**config.mk**
```make
export PLATFORM = sky130hd
export DESIGN_NAME = opcode_buffer
export DESIGN_NICKNAME = d
export VERILOG_FILES = /design/src/rtl/opcode_buffer.sv
export SDC_FILE = /design/constraint.sdc
export NUM_CORES = 1
export LEC_CHECK = 0
export CORE_MARGIN = 2
export CORE_UTILIZATION = 40
export CTS_BUF_LIST = sky130_fd_sc_hd__clkbuf_2 sky130_fd_sc_hd__clkbuf_4 sky130_fd_sc_hd__clkbuf_8
export DETAILED_ROUTE_END_ITERATION = 12
export SETUP_SLACK_MARGIN = 0.1
export SLEW_MARGIN = 20
export SYNTH_ARGS = -nofsm -noshare
export SYNTH_HDL_FRONTEND = slang
export SYNTH_SLANG_ARGS = --single-unit
```
**constraint.sdc**
```tcl
create_clock -name clk -period 3.45 [get_ports clk]
set_input_delay 0.5175 -clock clk [delete_from_list [all_inputs] [get_ports clk]]
set_output_delay 0.5175 -clock clk [all_outputs]
set_load 0.005 [all_outputs]
```
**src/rtl/opcode_buffer.sv**
```systemverilog
// Fetches a WORD_WIDTH-bit opcode one byte at a time from a byte-wide memory port.
// The bytes are assembled big-endian in a shadow register and published to opcode only when complete.
module opcode_buffer #(
  parameter int ADDRESS_WIDTH = 32,
  parameter int WORD_WIDTH    = 32
) (
  input  logic                     clk,
  input  logic                     reset,
  input  logic [ADDRESS_WIDTH-1:0] ip,
  input  logic                     startLoading,
  input  logic [7:0]               ramData,
  input  logic                     ramBusy,
  output logic                     busy,
  output logic [WORD_WIDTH-1:0]    opcode,
  output logic [ADDRESS_WIDTH-1:0] address,
  output logic                     request
);

  localparam int N  = WORD_WIDTH / 8;
  localparam int KW = (N > 1) ? $clog2(N) : 1;

  typedef enum logic [2:0] {
    IDLE      = 3'd0,
    REQ       = 3'd1,
    WAIT_ACK  = 3'd2,
    WAIT_DATA = 3'd3,
    DONE      = 3'd4
  } state_t;

  state_t                   state_r,   state_s;
  logic [ADDRESS_WIDTH-1:0] base_r,    base_s;
  logic [KW-1:0]            k_r,       k_s;
  logic [WORD_WIDTH-1:0]    shadow_r,  shadow_s;
  logic                     busy_r,    busy_s;
  logic                     request_r, request_s;
  logic [ADDRESS_WIDTH-1:0] address_r, address_s;
  logic [WORD_WIDTH-1:0]    opcode_r,  opcode_s;

  // Next-state logic; request and address are prepared one cycle ahead so they leave the block registered.
  always_comb begin
    state_s   = state_r;
    base_s    = base_r;
    k_s       = k_r;
    shadow_s  = shadow_r;
    busy_s    = busy_r;
    request_s = 1'b0;
    address_s = address_r;
    opcode_s  = opcode_r;
    case (state_r)
      IDLE: begin
        if (startLoading) begin
          base_s    = ip;
          k_s       = {KW{1'b0}};
          busy_s    = 1'b1;
          request_s = 1'b1;
          address_s = ip;
          state_s   = REQ;
        end else begin
          state_s = IDLE;
        end
      end
      REQ: begin
        state_s = WAIT_ACK;
      end
      WAIT_ACK: begin
        if (ramBusy) begin
          state_s = WAIT_DATA;
        end else begin
          state_s = WAIT_ACK;
        end
      end
      WAIT_DATA: begin
        if (!ramBusy) begin
          for (int i = 0; i < N; i++) begin
            if (k_r == KW'(i)) begin
              shadow_s[WORD_WIDTH-1-8*i -: 8] = ramData;
            end else begin
              shadow_s[WORD_WIDTH-1-8*i -: 8] = shadow_r[WORD_WIDTH-1-8*i -: 8];
            end
          end
          if (k_r == KW'(N - 1)) begin
            state_s = DONE;
          end else begin
            k_s       = k_r + KW'(1);
            request_s = 1'b1;
            address_s = base_r + ADDRESS_WIDTH'(k_s);
            state_s   = REQ;
          end
        end else begin
          state_s = WAIT_DATA;
        end
      end
      DONE: begin
        opcode_s = shadow_r;
        busy_s   = 1'b0;
        state_s  = IDLE;
      end
      default: begin
        state_s = IDLE;
      end
    endcase
  end

  // State and output registers with synchronous reset.
  always_ff @(posedge clk) begin
    if (reset) begin
      state_r   <= IDLE;
      base_r    <= {ADDRESS_WIDTH{1'b0}};
      k_r       <= {KW{1'b0}};
      shadow_r  <= {WORD_WIDTH{1'b0}};
      busy_r    <= 1'b0;
      request_r <= 1'b0;
      address_r <= {ADDRESS_WIDTH{1'b0}};
      opcode_r  <= {WORD_WIDTH{1'b0}};
    end else begin
      state_r   <= state_s;
      base_r    <= base_s;
      k_r       <= k_s;
      shadow_r  <= shadow_s;
      busy_r    <= busy_s;
      request_r <= request_s;
      address_r <= address_s;
      opcode_r  <= opcode_s;
    end
  end

  assign busy    = busy_r;
  assign request = request_r;
  assign address = address_r;
  assign opcode  = opcode_r;

endmodule

```
==> impl_metrics.ini <==
[cts]
ctsHoldBuffers = 0
clock-root-buffer = clkbuf_8
cts.sinks = 135
cts_resized = 0
cts_tree = done
cts_setup_buffers = 0
clock_path_buffers = 2
clk_latency_ns = 0.45
cts_made_buffers = 17
clk_pin_slew_ns = 0.07
htree_num_levels = 4

[synthesis]
netlist_instances = 714
synth_cell_types = 46
syn-num-nets = 765
synth_edf_count = 0
syn-cell-area_sq_um = 5630
syn_avg_cell_area_sq_um = 7.89
synth.ff_latch_count = 135
yosys.area.top_type_share_pct = 48.0
ys_warn_count = 0
synthTopCellsByCount = 190 x nand2_1, 135 x dfxtp_1, 118 x a21oi_1, 45 x nand3_1, 44 x clkbuf_1
synth-main-ff-cell = dfxtp_1
async_flop_share_pct = 0
ys_top_cells_by_area = dfxtp_1 48%, nand2_1 13%, a21oi_1 10%
yosysTopAreaCell = dfxtp_1
ys_seq_area_share_pct = 48.0
synth.most_common_cell = nand2_1

[detailed_routing]
drc = 0
m1WireLength_um = 6630
wirelength_um = 15300
post_drt_via_cell_ratio = 5.31
routed.top_layer = met4
dr.pass1.iters = 5
wl_met2_um = 7630
wl_met3_um = 753
wire_per_inst_um = 15.4
dr.first_iter.drc_count = 384
ant_nets = 0
num_vias = 5293

[placement]
gp_congestion = 0.858
port_buffers = 109
dp_hpwl_um = 10400
pre_cts_slack_ns = 0.749

[min_path]
worstHoldPathType = flip-flop to flip-flop

[critical_path]
slowest_delay_ns = 0.61
crit_chain = inv_1 -> ha_1 -> fa_1 -> nand4_1 -> nor3_2 -> nand4_1 -> xor2_1 -> a221oi_1
path_buf_inv = 1
start_kind = flip-flop
path_class = flip-flop to flip-flop
cp-end-kind = flip-flop
arrival_ns = 3.07
reg2reg_slack_ns = 0.72
critPathRequiredTime_ns = 3.80
cp_common_cell = nand4_1
critPathMaxFanout = 8
critPathTopFamily = simple AND/OR/NAND/NOR gates
crit_slowest_cell = nor3_2

[global_route]
overflow = 0
grt_pass1_wl_um = 24800
grt_pass1_vias = 5078
track_usage_pct = 21.2
grt_max_degree = 58
antenna_found_initial = 0

[floorplan]
initial_core_util_pct = 40.7
die_height_um = 123
num_rows = 43
core_sq_um = 13800
ios = 110
die_area_sq_um = 15000
die_w_um = 123

[sta]
drv_slew = 0
tightest_slew_ns = 0.733
fmax_mhz = 367
final.setup_skew_ns = 0.00896
setup_viol = 0
finalHoldViolations = 0
period_needed_ns = 2.73
rsz0062_at_grt = false
relSlewSlack_pct = 51.1
setup_tns_ns = 0
worst_slack_ns = 0.724
min_period_over_period_pct = 79.0

[final_layout]
nets = 855
n_fill_cell = 1276
multi_input_area_sq_um = 2730
antenna_cells = 0
drive_above_1_share_pct = 6.99
area_growth_pct = 28.7
regArea_sq_um = 2700

[run]
max_cap_violations = 0

[power_and_ir_drop]
vdd_ir_drop_max_v = 0.000248
power.total_mw = 3.40
p_per_area_nw_per_um2 = 470
power.leakage_nw = 2.41

[outcome]
status = complete, no violations
## routing by layer
layer,vias up,global-route usage (%)
li1,2627,-
met1,2491,25.8
met2,149,36.1
met3,26,5.58
met4,0,7.61
met5,-,0
## tightest hold or removal path, stage by stage (launching register included)
cell     delay [ns]
dfxtp_1        0.31
nand2_1        0.05
a21oi_1        0.05
## stage by stage
step           utilization (%)  hold slack (ns)  cell area [sq um]  instances
2_1_floorplan                -            0.432               5630        714
3_3_place_gp              49.5            0.441               6850        965
5_1_grt                   52.4            0.467               7250        996
6_report                  52.4            0.455               7250        996
4_1_cts                   52.4            0.437               7240        996
3_5_place_dp              49.5            0.445               6850        965
## power by group
part           switching [mW]  internal (mW)  total [mW]
registers              0.0647           1.63        1.69
logic                   0.209          0.193       0.402
clock network           0.593          0.716        1.31
## worst paths after layout
check | from | endpoint | depth (start not counted)
max | k_r[0] | address[26] | 8
min | opcode[13] | opcode[13] | 2
max reg2reg | k_r[0] | address[26] | 8
min reg2reg | opcode[13] | opcode[13] | 2
## cells in the final DEF, fill, tap and decap left out, types with 4 or more instances in the layout
cell / instances
ha_1: 6
clkbuf_8: 21
nand4_1: 8
and4_1: 4
nor2_1: 30
a22oi_1: 5
nor3_1: 8
a21oi_1: 118
xnor2_1: 14
a211oi_1: 8
a211o_1: 8
nand2_1: 189
or3_1: 5
nand3_1: 45
clkinv_2: 6
dfxtp_1: 135
and3_1: 5
buf_4: 12
xor2_1: 12
clkdlybuf4s50_1: 108
nor4_1: 4
o21ai_0: 17
o22ai_1: 6
inv_1: 6
## cell families (layout without fill, tap and decap cells)
kind of cell	after synthesis	count (layout)	share of synthesized area [%]
DFF	135	135	48.0
muxes	1	1	0.178
xor gates and xnor gates	26	26	4.04
AOI/OAI and AO/OA	174	174	17.4
adders and majority gates	7	7	1.69
and+or+nand+nor	316	316	25.0
buffers and inverters	55	157	3.71
## layout make-up
| cell class | count | share of cell area (%) |
|---|---|---|
| Clock buffer | 22 | 4.09 |
| Clock inverter | 9 | 1.36 |
| Inverter | 6 | 0.311 |
| Multi-Input combinational cell | 524 | 37.7 |
| Sequential cell | 135 | 37.3 |
| Tap cell | 180 | 3.11 |
| Timing Repair Buffer | 120 | 16.2 |
## registers in the layout, summed over array words and instances, names as in the netlist
| name | count |
|---|---|
| address | 32 |
| base_r | 32 |
| busy | 1 |
| k_r | 2 |
| opcode | 32 |
| request | 1 |
| shadow_r | 32 |
| state_r | 3 |
(Power assumes the default switching activity.)
